[config.mk]
export PLATFORM = sky130hd
export DESIGN_NAME = dma_controller
export DESIGN_NICKNAME = d
export VERILOG_FILES = /design/src/rtl/dma_pkg.sv /design/src/rtl/dma_fifo.sv /design/src/rtl/dma_controller.sv
export SDC_FILE = /design/constraint.sdc
export NUM_CORES = 1
export LEC_CHECK = 0
export CELL_PAD_IN_SITES_DETAIL_PLACEMENT = 2
export CELL_PAD_IN_SITES_GLOBAL_PLACEMENT = 2
export CORE_ASPECT_RATIO = 2
export CORE_UTILIZATION = 37
export DETAILED_ROUTE_END_ITERATION = 7
export PLACE_DENSITY_LB_ADDON = 0.08
export RECOVER_POWER = 25
export REMOVE_ABC_BUFFERS = 1
export SLEW_MARGIN = 0
export SYNTH_ARGS = -nofsm -noshare
export SYNTH_HDL_FRONTEND = slang
export SYNTH_SLANG_ARGS = --single-unit
[constraint.sdc]
create_clock -name clk -period 2.4 [get_ports clk]
set_input_delay 0.48 -clock clk [delete_from_list [all_inputs] [get_ports clk]]
set_output_delay 0.48 -clock clk [all_outputs]
set_load 0.01 [all_outputs]
[src/rtl/dma_pkg.sv]
// rtl/dma_pkg.sv - shared DMA FSM encoding, default sizes and the last-word index seen by the stall controller
package dma_pkg;

    typedef enum logic [1:0] {
        IDLE = 2'd0,
        REQ  = 2'd1,
        XFER = 2'd2,
        DONE = 2'd3
    } dma_fsm_e;

    localparam int DMA_WORD_SIZE = 16;
    localparam int DMA_XFER_LEN  = 12;

    // The stall controller releases the pipeline when dma_state reaches this value.
    localparam logic [3:0] DMA_LAST_STATE = 4'd11;

endpackage

[src/rtl/dma_fifo.sv]
// rtl/dma_fifo.sv - device-side word buffer: push/pop, full/empty flags from registered count, head word
module dma_fifo #(
    parameter int WIDTH = 16,
    parameter int DEPTH = 4
) (
    input  logic             clk,
    input  logic             reset_n,
    input  logic             push,
    input  logic [WIDTH-1:0] push_data,
    input  logic             pop,
    output logic             full,
    output logic             empty,
    output logic [WIDTH-1:0] head
);

    localparam int AW = $clog2(DEPTH);

    logic [WIDTH-1:0] mem [DEPTH];
    logic [AW-1:0]    wr_ptr;
    logic [AW-1:0]    rd_ptr;
    logic [AW:0]      count;
    logic             do_push;
    logic             do_pop;

    assign do_push = push & ~full;
    assign do_pop  = pop & ~empty;

    // Flags come straight from the registered count, so a pop never frees a slot
    // for a push in the same cycle and a pushed word is visible only next cycle.
    assign full  = (count == (AW + 1)'(DEPTH));
    assign empty = (count == '0);
    assign head  = mem[rd_ptr];

    always_ff @(posedge clk or negedge reset_n) begin
        if (!reset_n) begin
            wr_ptr <= '0;
            rd_ptr <= '0;
            count  <= '0;
            for (int i = 0; i < DEPTH; i++) begin
                mem[i] <= '0;
            end
        end else begin
            if (do_push) begin
                mem[wr_ptr] <= push_data;
                wr_ptr      <= wr_ptr + AW'(1);
            end
            if (do_pop) begin
                rd_ptr <= rd_ptr + AW'(1);
            end
            case ({do_push, do_pop})
                2'b10:   count <= count + (AW + 1)'(1);
                2'b01:   count <= count - (AW + 1)'(1);
                default: count <= count;
            endcase
        end
    end

endmodule

[src/rtl/dma_controller.sv]
// rtl/dma_controller.sv - bus-master DMA engine (device -> memory); define DMA_IRQ_EN for a sticky done_irq
module dma_controller
    import dma_pkg::*;
#(
    parameter int WORD_SIZE  = DMA_WORD_SIZE,
    parameter int XFER_LEN   = DMA_XFER_LEN,
    parameter int FIFO_DEPTH = 4
) (
    input  logic                 clk,
    input  logic                 reset_n,
    input  logic                 cmd_valid,
    output logic                 cmd_ready,
    input  logic [WORD_SIZE-1:0] cmd_addr,
    input  logic                 dev_valid,
    output logic                 dev_ready,
    input  logic [WORD_SIZE-1:0] dev_data,
    input  logic                 BG,
    output logic                 BR,
    output logic [3:0]           dma_state,
    output logic [WORD_SIZE-1:0] dma_addr,
    output logic [WORD_SIZE-1:0] dma_data,
    output logic                 dma_write,
    input  logic                 mem_ready,
    output logic                 done_irq,
    input  logic                 irq_ack
);

    localparam logic [3:0] LEN_C  = 4'(XFER_LEN);
    localparam logic [3:0] LAST_C = 4'(XFER_LEN - 1);

    dma_fsm_e             state;
    dma_fsm_e             next_state;
    logic [WORD_SIZE-1:0] base_addr;
    logic [3:0]           in_cnt;
    logic [3:0]           out_cnt;
    logic                 br_q;
    logic                 fifo_full;
    logic                 fifo_empty;
    logic [WORD_SIZE-1:0] fifo_head;
    logic                 cmd_fire;
    logic                 dev_fire;
    logic                 commit;

    assign cmd_fire = cmd_valid & cmd_ready;
    assign dev_fire = dev_valid & dev_ready;
    assign commit   = dma_write & mem_ready;

    dma_fifo #(
        .WIDTH (WORD_SIZE),
        .DEPTH (FIFO_DEPTH)
    ) u_fifo (
        .clk       (clk),
        .reset_n   (reset_n),
        .push      (dev_fire),
        .push_data (dev_data),
        .pop       (commit),
        .full      (fifo_full),
        .empty     (fifo_empty),
        .head      (fifo_head)
    );

    always_ff @(posedge clk or negedge reset_n) begin
        if (!reset_n) begin
            state <= IDLE;
        end else begin
            state <= next_state;
        end
    end

    always_comb begin
        next_state = state;
        case (state)
            IDLE: if (cmd_fire) next_state = REQ;
            REQ:  if (BG) next_state = XFER;
            XFER: if (commit && (out_cnt == LAST_C)) next_state = DONE;
            DONE: next_state = IDLE;
            default: next_state = IDLE;
        endcase
    end

    always_comb begin
        cmd_ready = (state == IDLE);
        dev_ready = (state != IDLE) & ~fifo_full & (in_cnt < LEN_C);
        dma_write = (state == XFER) & BG & ~fifo_empty;
        dma_state = (state == XFER) ? out_cnt : 4'd0;
        dma_data  = (state == XFER) ? fifo_head : '0;
        dma_addr  = base_addr + {{(WORD_SIZE - 4){1'b0}}, out_cnt};
    end

    // BR is a flop of the next state so the stall controller sees a clean,
    // registered request that also drops asynchronously with reset.
    always_ff @(posedge clk or negedge reset_n) begin
        if (!reset_n) begin
            base_addr <= '0;
            in_cnt    <= 4'd0;
            out_cnt   <= 4'd0;
            br_q      <= 1'b0;
        end else begin
            br_q <= (next_state == REQ) || (next_state == XFER);
            if (cmd_fire) begin
                base_addr <= cmd_addr;
                in_cnt    <= 4'd0;
                out_cnt   <= 4'd0;
            end else begin
                if (dev_fire) in_cnt <= in_cnt + 4'd1;
                if (commit)   out_cnt <= out_cnt + 4'd1;
            end
        end
    end

    assign BR = br_q;

`ifdef DMA_IRQ_EN
    logic irq_pending;

    // Set on entry to DONE and held through DONE so an ack landing on either
    // of those cycles cannot lose a fresh completion.
    always_ff @(posedge clk or negedge reset_n) begin
        if (!reset_n) begin
            irq_pending <= 1'b0;
        end else if ((next_state == DONE) || (state == DONE)) begin
            irq_pending <= 1'b1;
        end else if (irq_ack) begin
            irq_pending <= 1'b0;
        end
    end

    assign done_irq = irq_pending;
`else
    logic unused_irq_ack;
    assign unused_irq_ack = irq_ack;
    assign done_irq       = 1'b0;
`endif

endmodule

==> metrics.md <==
| Metric | Value |
|---|---|
| Max clock buf depth | `2` |
| Setup WS pre-CTS | `-0.363 ns` |
| Clk pin slew, worst setup/hold paths | `0.07 ns` |
| CP Max Fanout | `6` |
| Die width | `about 83 µm` |
| Adder-Cell Fraction of Synth Area | `3.64%` |
| Num Clock Sinks | `98` |
| Final Setup Violations | `13` |
| Pre-antenna DRT Iters | `4` |
| Register area share after synthesis | `about half` |
| DP HPWL | `8550 µm` |
| Most numerous cell in the Yosys netlist | `dfrtp_1` |
| Post-Layout Cell Count | `627` |
| Final GP Congestion | `between 0.7 and 0.8` |
| Max Cap Viol | `0` |
| Buffers added on ports | `between 70 and 80` |
| Kind of critical path | `flop to output pin` |
| Min cycle time layout | `2.50 ns` |
| Clk_lat worst skew | `around 0.35 ns` |
| Failing checks | `negative setup slack` |
| Worst setup margin | `-0.0995 ns` |
| Antenna cells | `0` |
| Die ar. | `between 10000 and 15000 µm²` |
| F_max | `approximately 400 MHz` |
| Final slew viol count | `0` |
| Num CTS Buffers | `9` |
| Worst EP arrival | `roughly 2.0 ns` |
| DR vias | `approximately 3.2k` |
| Global-route wire length before repair | `approximately 21000 µm` |
| Critical path startpoint category | `flop` |
| Via-to-Cell Ratio | `approximately 5.2` |
| Fillers | `between 1k and 1.5k` |
| Post-synth top area cell | `dfrtp_1` |
| Mux contribution to synthesized area | `between 20% and 30%` |
| Largest family of logic cells by synthesized area | `multiplexers` |
| Fin crit share | `104%` |
| DIE HEIGHT | `about 160 µm` |
| Initial Utilization | `37.8%` |
| FP Rows | `approximately 60` |
| Syn_area_per_cell | `around 14 µm²` |
| Core Region | `between 10000 and 15000 µm²` |
| Outcome | `complete, but fails checks` |
| Vias in the first global route | `just under 4k` |
| Worst setup EP type | `output pin` |
| Mapped Cells | `roughly 350` |
| Leakage | `about 0.0030 µW` |
| Synth area leaders | `dfrtp_1, mux2_2, mux4_2, mux2_4, ha_1` |
| Critical Path RT | `about 1.9 ns` |
| # H-tree levels | `3` |
| Unique masters post-synth | `42` |
| Residual DRC | `0` |
| Maximum vdd ir drop | `about 0.58 mV` |
| CTS tree | `built` |
| Final hold violation count | `0` |
| Post-synth top cells | `dfrtp_1, mux2_2, mux2_4, and2_1, mux4_2` |
| Starting DRT DRC Count | `82` |
| Initial antenna violation count | `0` |
| ANT nets after route | `0` |
| PD cells | `between 1000 and 1500 nW/µm²` |
| Clock skew | `about 0.011 ns` |
| # placed instances | `roughly 590` |
| Largest net degree at the start of global routing | `48` |
| RSZ-0062 raised after global routing | `yes` |
| Final hold slack | `about 0.39 ns` |
| Area growth syn-to-layout | `34.1%` |
| Post-Syn Area | `a little under 5000 µm²` |
| Wirelength per Cell | `20.6 µm` |
| Post-synthesis simple-gate area fraction | `about 8.6%` |
| Async SR Flop Fraction | `100%` |
| Layout cells sized above 1 | `46.7%` |
| Root Buffer | `clkbuf_16` |
| Slew @ Worst Pin | `around 1.3 ns` |
| Ys flop type | `dfrtp_1` |
| Seq cells post-synth | `98` |
| Post-synth top area share | `50.3%` |
| Nets | `roughly 520` |
| Min-Delay Path Class | `input port to async pin` |
| Slew margin rel. | `between 10% and 20%` |
| Yosys warns | `0` |
| Final wirelength | `12900 µm` |
| Ports | `80` |
| Gr ovfl total | `0` |
| Xor and xnor area share after synthesis | `3.77%` |
| GRT Total Usage | `between 15 and 20%` |
| Post-synth EDFFs | `0` |
| Final core utilization | `about half` |
| Area fraction in compound gates after synthesis | `2.38%` |
[per-layer routing]
layer  GRT usage [%]  vias to the layer above  routed length, µm
met5               0                        -                  0
met4            5.80                        0                204
met3            2.65                       13                324
met2            39.9                       60               7760
met1            21.4                     1696               4610
li1                -                     1462                  -
[power by group]
| group | total, µW | switching, µW | internal (µW) |
|---|---|---|---|
| registers | 3030 | 570 | 2470 |
| logic | 3940 | 1580 | 2350 |
| clock network | 1410 | 669 | 743 |
| total | 8380 | 2820 | 5560 |
[worst max-delay path: stages, from the launching register on]
cell	delay, ns
dfrtp_1	0.42
ha_4	0.29
buf_6	0.10
nand3_2	0.06
o211ai_1	0.18
buf_4	0.20
buf_4	0.13
nand2_4	0.04
xnor2_2	0.12
buf_2	0.14
[through the flow]
step	total power (µW)	cell area [µm²]	setup TNS, ns
after floorplan	5190	4770	-0.0792
after global placement	6640	6010	-2.34
after detailed placement	6840	6010	-2.95
after CTS	8490	6500	-0.896
after global routing	8930	6540	-1.62
final	8380	6540	-0.705
[layout make-up]
type / count / area (µm²) / share of cell area, %
clock buffer: 10 / 239 / 3.65
timing repair buffer: 127 / 1110 / 17.0
sequential: 98 / 2460 / 37.5
clock inverter: 6 / 47.5 / 0.727
multi-input combinational: 224 / 2460 / 37.6
inverter: 10 / 37.5 / 0.574
tap: 152 / 190 / 2.91
[logic make-up after synthesis]
logic type	after synthesis
mux	100
flops	98
simple gates	72
compound gates	17
fa+ha+maj	13
xor+xnor	21
other cells	1
buf+inv	26
[cell usage in the layout (no fill, tap or decap), types with 5 or more instances in the layout]
master           instances
dfrtp_1                 95
mux2_2                  60
clkdlybuf4s50_1         42
buf_4                   35
mux2_4                  20
and2_1                  17
mux4_2                  16
buf_2                   16
nor2_1                  14
inv_1                   10
clkbuf_16                9
clkbuf_2                 9
xnor2_1                  8
nand2_1                  7
xor2_1                   7
ha_1                     7
dlygate4sd2_1            7
buf_6                    7
o21ai_0                  6
xnor2_2                  6
nand3_2                  5
[timing repair]
item / 4_1_cts / 5_1_grt
resized for setup: 114 / 27
hold buffers: 0 / 0
pin swaps: 15 / 11
cloned: 1 / 0
buffers inserted: 12 / 7
setup endpoints to repair: 34 / 26
[sequential cells by signal (all words and copies together), names as in the netlist]
name	cells
u_fifo.mem	64
base_addr	16
in_cnt	4
out_cnt	4
u_fifo.count	3
state	2
u_fifo.rd_ptr	2
u_fifo.wr_ptr	2
BR	1
[path summary, 6_finish.rpt]
kind	from	end	slack (ns)	cells after the start
worst max-delay path	base_addr[3]	dma_addr[13]	-0.1	9
worst max register to register	state[0]	u_fifo.count[2]	0.36	8
max in group asynchronous	reset_n	u_fifo.rd_ptr[0]	0.60	2
worst min-delay path	reset_n	base_addr[0]	0.39	1
worst min register to register	u_fifo.count[2]	u_fifo.count[2]	0.49	1
min in group clk	u_fifo.count[2]	u_fifo.count[2]	0.49	1
(Power assumes the default switching activity.)
